==> src/rtl/result_stream_reader.sv <==
// Drains a synchronous-read result RAM from address 0 up to a captured limit,
// presenting each word on a valid/ready stream with a last flag and a done pulse.
module result_stream_reader #(
    parameter int DATA_W = 16,
    parameter int ADDR_W = 4
) (
    input  logic              clk,
    input  logic              rst,
    input  logic              start,
    input  logic [ADDR_W-1:0] last_addr,
    output logic              ram_rd_en,
    output logic [ADDR_W-1:0] ram_addr,
    input  logic [DATA_W-1:0] ram_rd_data,
    output logic [DATA_W-1:0] out_data,
    output logic              out_valid,
    input  logic              out_ready,
    output logic              out_last,
    output logic              busy,
    output logic              done,
    output logic [ADDR_W:0]   word_count
);

    localparam logic [2:0] S_IDLE    = 3'd0;
    localparam logic [2:0] S_READ    = 3'd1;
    localparam logic [2:0] S_CAPTURE = 3'd2;
    localparam logic [2:0] S_HOLD    = 3'd3;
    localparam logic [2:0] S_FIN     = 3'd4;

    logic [2:0]        state_q,      state_d;
    logic [ADDR_W-1:0] addr_q,       addr_d;
    logic [ADDR_W-1:0] lim_q,        lim_d;
    logic [DATA_W-1:0] out_data_q,   out_data_d;
    logic              out_valid_q,  out_valid_d;
    logic              out_last_q,   out_last_d;
    logic [ADDR_W:0]   word_count_q, word_count_d;

    always_comb begin
        state_d      = state_q;
        addr_d       = addr_q;
        lim_d        = lim_q;
        out_data_d   = out_data_q;
        out_valid_d  = out_valid_q;
        out_last_d   = out_last_q;
        word_count_d = word_count_q;

        case (state_q)
            S_IDLE: begin
                if (start) begin
                    lim_d        = last_addr;
                    addr_d       = '0;
                    word_count_d = '0;
                    state_d      = S_READ;
                end
            end
            S_READ: begin
                state_d = S_CAPTURE;
            end
            S_CAPTURE: begin
                // RAM data for addr_q is present this cycle, one after the read strobe
                out_data_d  = ram_rd_data;
                out_valid_d = 1'b1;
                out_last_d  = (addr_q == lim_q);
                state_d     = S_HOLD;
            end
            S_HOLD: begin
                if (out_ready) begin
                    out_valid_d  = 1'b0;
                    out_last_d   = 1'b0;
                    word_count_d = word_count_q + 1'b1;
                    if (addr_q == lim_q) begin
                        state_d = S_FIN;
                    end else begin
                        addr_d  = addr_q + 1'b1;
                        state_d = S_READ;
                    end
                end
            end
            S_FIN: begin
                state_d = S_IDLE;
            end
            default: begin
                state_d = S_IDLE;
            end
        endcase
    end

    always_ff @(posedge clk or negedge rst) begin
        if (!rst) begin
            state_q      <= S_IDLE;
            addr_q       <= '0;
            lim_q        <= '0;
            out_data_q   <= '0;
            out_valid_q  <= 1'b0;
            out_last_q   <= 1'b0;
            word_count_q <= '0;
        end else begin
            state_q      <= state_d;
            addr_q       <= addr_d;
            lim_q        <= lim_d;
            out_data_q   <= out_data_d;
            out_valid_q  <= out_valid_d;
            out_last_q   <= out_last_d;
            word_count_q <= word_count_d;
        end
    end

    // Address is only driven while a drain is in progress so IDLE presents zero
    assign ram_rd_en  = (state_q == S_READ);
    assign ram_addr   = (state_q == S_IDLE) ? '0 : addr_q;
    assign out_data   = out_data_q;
    assign out_valid  = out_valid_q;
    assign out_last   = out_last_q;
    assign busy       = (state_q != S_IDLE);
    assign done       = (state_q == S_FIN);
    assign word_count = word_count_q;

endmodule

==> config.mk <==
export PLATFORM = sky130hd
export DESIGN_NAME = result_stream_reader
export DESIGN_NICKNAME = d
export VERILOG_FILES = /design/src/rtl/result_stream_reader.sv
export SDC_FILE = /design/constraint.sdc
export NUM_CORES = 1
export LEC_CHECK = 0
export BUFFER_PORTS_ARGS = -buffer_cell sky130_fd_sc_hd__buf_4
export CORE_MARGIN = 2
export CORE_UTILIZATION = 40
export CTS_CLUSTER_DIAMETER = 100
export DETAILED_ROUTE_END_ITERATION = 7
export PLACE_DENSITY_LB_ADDON = 0.3
export SYNTH_ARGS = -nofsm -noshare
export SYNTH_HDL_FRONTEND = slang
export SYNTH_SLANG_ARGS = --single-unit
export TNS_END_PERCENT = 30
==> constraint.sdc <==
create_clock -name clk -period 2.48 [get_ports clk]
set_clock_uncertainty 0.2 [all_clocks]
set_input_delay 0.124 -clock clk [delete_from_list [all_inputs] [get_ports clk]]
set_output_delay 0.124 -clock clk [all_outputs]
set_load 0.01 [all_outputs]
### After elaboration in Yosys (flattened, before gate mapping)

Index checks and enable logic that the tools add are counted.
Widths: inputs -> output; s select.

| word-level totals | value |
|---|---|
| register bits after elaboration | 34 |
| input bits | 24 |

| cells by class | value |
|---|---|
| $add $sub $neg | 2 |
| equal/unequal tests | 8 |
| mux-type cells | 15 |
| reduce and logical (&&, ||, !) cells | 9 |

Operators with widths:

| operator | number |
|---|---|
| $mux 4 | 4 |
| $pmux 3 s4 | 1 |
| $mux 5 | 2 |
| $pmux 5 s2 | 1 |
| $mux 3 | 3 |
| $pmux 4 s2 | 1 |
| $eq 3x2->1 const B | 2 |
| $ne 2x2->1 const B | 3 |
| $reduce_and 2->1 | 3 |
| $add 5x1->5 const B | 1 |
| $add 4x1->4 const B | 1 |
| $eq 4x4->1 | 1 |
| $pmux 1 s2 | 2 |
| $reduce_and 4->1 | 1 |
| $reduce_bool 2->1 | 2 |
| $eq 3x1->1 const B | 1 |
| $eq 3x3->1 const B | 1 |
| $logic_not 3->1 | 1 |
| $reduce_and 3->1 | 1 |
| $reduce_bool 3->1 | 1 |
| $mux 1 | 1 |

### Logic depth before layout (Yosys ltp)

| logic depth | value |
|---|---|
| word-level depth | 4 |
| mapped depth | 6 |

### Worst setup path after synthesis

No wires, ideal clock.

| timing | value |
|---|---|
| kind | register to register |
| start point | register state_q[0] |
| end point | register out_data_q[15], in the netlist out_data[15] |
| library setup time | 0.125 ns |
| arrival | 1.277 ns |
| data required time | 2.155 ns |
| path slack | 0.878 ns |
| cell stages (with the launch flop) | 6 |
| path buffers | 3 |
| clock period less this slack | 1.602 ns |
| cell sequence | dfrtp_1 > buf_4 > nor3b_2 > buf_4 > buf_6 > mux2_4 |

| on the way | value |
|---|---|
| cells in the longest elaborated chain, start to end | 1 |

Ends and longest elaborated chain:

| element | RTL line | text |
|---|---|---|
| from (decl) | 29 | `logic [2:0] state_q, state_d;` |
| from (signal assigned) | 97 | `state_q <= state_d;` |
| $eq 3x2->1 | 46 | `case (state_q)` |
| to (signal assigned) | 100 | `out_data_q <= out_data_d;` |
| to (decl) | 32 | `logic [DATA_W-1:0] out_data_q, out_data_d;` |

No other way between the ends.
A chain may end at the register's enable or synchronous reset.

### Worst setup path in the final report

| timing | value |
|---|---|
| start point | register state_q[1] |
| end point | register out_data_q[12], in the netlist out_data[12] |

Same word-level chain as after synthesis.

==> impl_metrics.sql <==
INSERT INTO impl_metrics (metric_group, metric, value, unit) VALUES
('synthesis', 'synth-seq-area-share', '0.5427', ''),
('floorplan', 'die_ar', '4436', 'um^2'),
('synthesis', 'syn_area', '1568', 'um^2'),
('power', 'irDropWorstVdd', '0.6606', 'mV'),
('layout', 'area_growth', '46.93', '%'),
('synthesis', 'per_instance_average_area_after_synthesis', '12.15', 'um^2'),
('route', 'detail_route.wl_per_cell', '13.88', 'um'),
('layout', 'fillers', '313', ''),
('layout', 'insertedDiodeCount', '0', ''),
('global_route', 'globalRouteOverflowTotal', '0', ''),
('synthesis', 'synth-compound-area-share', '0.07263', ''),
('sta', 'finalHoldViolCount', '0', ''),
('route', 'drt-vias-per-instance', '4.855', ''),
('synthesis', 'synth_enable_flop_cells', '0', ''),
('status', 'outcome', 'completed', ''),
('cts', 'clk_path_buf_depth', '2', ''),
('critical_path', 'cp-start-kind', 'flip-flop', ''),
('sta', 'timing.max_slew.rel_slack', '0.7116', ''),
('run', 'timing.max_cap.violations', '0', ''),
('critical_path', 'arrival', '1760', 'ps'),
('layout', 'num-nets-final', '232', ''),
('critical_path', 'timing.setup.critical_path_class', 'reg -> reg', ''),
('synthesis', 'ys.warnings.count', '0', ''),
('floorplan', 'core_area', '3716', 'um^2'),
('floorplan', 'die_width', '66.61', 'um'),
('floorplan', 'ioPinCount', '54', ''),
('cts', 'clock-sinks', '34', ''),
('floorplan', 'initial_utilization', '0.4219', ''),
('critical_path', 'crit_chain', 'nor3b_4 -> buf_4 -> mux2_2', ''),
('synthesis', 'share_of_synthesized_cell_area_in_full_adder_half_adder_and_majority_cells', '0.01596', ''),
('synthesis', 'synth-async-reset-ratio', '1.000', ''),
('layout', 'multi_input_gate_area', '646.9', 'um^2'),
('place', 'dp.cells', '224', ''),
('synthesis', 'synth-seq-cells', '34', ''),
('critical_path', 'timing.critical_path.to_type', 'flip-flop', ''),
('layout', 'drive_above_1_share', '0.3768', ''),
('sta', 'timing_max_transition_violations_final', '0', ''),
('synthesis', 'synth_top_family_by_area', 'simple AND/OR/NAND/NOR gates', ''),
('power', 'power_density', '1216', 'nW/um^2'),
('floorplan', 'y_dimension_of_the_die', '66.61', 'um'),
('cts', 'clk_transition_reported_paths', '70', 'ps'),
('synthesis', 'synthXorXnorAreaFrac', '0.02793', ''),
('critical_path', 'critical_path_peak_fanout', '19', ''),
('sta', 'totalNegativeSetupSlack', '0', 'ps'),
('place', 'post-dp-hpwl', '2382', 'um'),
('critical_path', 'path_delay_family', 'flip-flops', ''),
('route', 'finalWirelength', '3540', 'um'),
('cts', 'tritoncts.num_buffers', '5', ''),
('synthesis', 'netlist_instances', '129', ''),
('sta', 'finalSetupViolCount', '0', ''),
('hold_path', 'hold_path.class', 'in -> async', ''),
('floorplan', 'placement_rows', '22', ''),
('global_route', 'grt_antenna_before_repair', '0', ''),
('critical_path', 'crit_required', '2460', 'ps'),
('power', 'p_leak', '0.001078', 'uW'),
('sta', 'timing.fmax', '0.5591', 'GHz'),
('global_route', 'grt.total_usage', '0.1781', ''),
('route', 'drc', '0', ''),
('route', 'via_count', '1238', ''),
('layout', 'post_layout_nonfiller_instances', '255', ''),
('sta', 'tightestPinTransition', '432.7', 'ps'),
('route', 'detail-route-antenna-nets', '0', ''),
('global_route', 'grt_first_pass_wirelength', '5892', 'um'),
('route', 'drt_pass_1_iters', '5', ''),
('synthesis', 'synth.net_count', '155', ''),
('route', 'drtIter0Drc', '80', ''),
('cts', 'cts_root_buffer', 'clkbuf_8', ''),
('layout', 'seqCellArea', '850.8', 'um^2'),
('cts', 'buffers_inserted_during_post_cts_setup_optimization', '0', ''),
('cts', 'tritoncts_clock_tree', 'done', ''),
('synthesis', 'yosys-mux-area-fraction', '0.1317', ''),
('critical_path', 'cp_num_buf_inv', '1', ''),
('global_route', 'grt_start_max_net_pins', '35', ''),
('cts', 'clk_lat_worst_skew', '290', 'ps'),
('place', 'port_bufs', '53', ''),
('critical_path', 'crit_path_top_delay_cell', 'dfrtp_1', ''),
('sta', 'grt_setup_unrepaired', 'no', ''),
('sta', 'layout_worst_path_cycle_share', '0.7212', ''),
('synthesis', 'distinct_cells_synth', '38', ''),
('synthesis', 'synth-simple-area-share', '0.1604', ''),
('sta', 'final.min_clock_period', '1788', 'ps'),
('synthesis', 'postSynth.topFlopCell', 'dfrtp_1', ''),
('place', 'gp_congestion', '0.7255', ''),
('global_route', 'grt_pass1_vias', '1274', ''),
('cts', 'h-tree-depth', '2', ''),
('critical_path', 'cp_slowest_stage_delay', '550', 'ps');
[where the power goes]
part / total, uW / internal [uW] / switching, uW
clock: 429 / 223 / 206
sequential: 1070 / 822 / 244
combinational: 1300 / 729 / 576
[per-stage QoR]
stage	area, um^2	total power, uW	hold WS [ps]	worst slack, ps	util
floorplan	1568	1849	-371.6	878.0	-
global placement	1978	2313	-114.9	761.1	0.5323
detailed placement	1978	2352	-100.3	693.7	0.5323
CTS	2303	2816	137.7	682.0	0.6199
global route	2303	2998	159.2	545.8	0.6199
finish	2303	2800	122.1	691.5	0.6199
[layer usage]
metal  vias up  GRT usage  part of all wire
li1        605          -                 -
met2        29     0.3025              0.53
met3         3    0.03041             0.036
met1       601     0.2255              0.43
met5         -          0                 0
met4         0    0.06888            0.0085
[repair_timing]
action / 4_1_cts / 5_1_grt
endpoints found under the hold margin: 57 / 0
hold buffers: 23 / 0
gates resized for setup: 0 / 0
[cells in the final DEF, fill, tap and decap left out, types with 2 or more instances in the layout]
master	n
a21oi_1	3
a31oi_1	2
buf_4	54
clkbuf_8	6
dfrtp_1	34
dlygate4sd3_1	23
ha_1	2
inv_1	4
mux2_1	5
mux2_2	4
mux2_4	7
nand2_1	19
nand3_1	3
nand4_1	3
nor2_1	5
nor2b_1	3
o21ai_1	4
xnor2_1	4
[logic make-up after synthesis]
| kind of cell | count (synthesis) |
|---|---|
| AND/OR/NAND/NOR | 44 |
| AO/OA/AOI/OAI | 17 |
| flip-flops | 34 |
| multiplexers | 16 |
| XOR/XNOR | 5 |
| adder cells (fa/ha/maj) | 2 |
| buffers and inverters | 11 |
[area by class of cell]
cell class,count,area share
repair buffers,77,0.2759
well taps,48,0.02607
clock inverters,2,0.005432
inverters,4,0.006518
clock buffers,6,0.03585
multi-input cells,84,0.2808
flip-flops and latches,34,0.3694
[state kept, by name (all words and copies together) (netlist names)]
name / flops
addr_q: 4
lim_q: 4
out_data: 16
out_last: 1
out_valid: 1
state_q: 3
word_count: 5
[worst reg2reg max path, delay by kind of cell, from the launching register on]
family                 cells  cell delay (ps)
multiplexers               1              390
AND/OR/NAND/NOR            1              240
flip-flops                 1              550
buffers and inverters      1              300
[Yosys cell counts, types with 2 or more instances]
| cell | number | area share |
|---|---|---|
| dfrtp_1 | 34 | 0.54 |
| nand2_1 | 19 | 0.045 |
| mux2_4 | 7 | 0.067 |
| mux2_1 | 5 | 0.036 |
| nor2_1 | 5 | 0.012 |
| inv_1 | 4 | 0.0096 |
| mux2_2 | 4 | 0.029 |
| o21ai_1 | 4 | 0.013 |
| xnor2_1 | 4 | 0.022 |
| a21oi_1 | 3 | 0.0096 |
| buf_4 | 3 | 0.014 |
| buf_6 | 3 | 0.022 |
| nand3_1 | 3 | 0.0096 |
| nand4_1 | 3 | 0.012 |
| nor2b_1 | 3 | 0.012 |
| a31oi_1 | 2 | 0.0080 |
| ha_1 | 2 | 0.016 |
[final timing paths]
check,from,endpoint,slack (ps),depth (start not counted)
setup / recovery,state_q[1],out_data[12],690,3
hold / removal,rst,out_data[12],120,2
setup reg to reg,state_q[1],out_data[12],690,3
hold reg to reg,word_count[4],word_count[4],290,1
max in group asynchronous,rst,lim_q[3],1640,2
min in group clk,word_count[4],word_count[4],290,1
(Power assumes the default switching activity.)
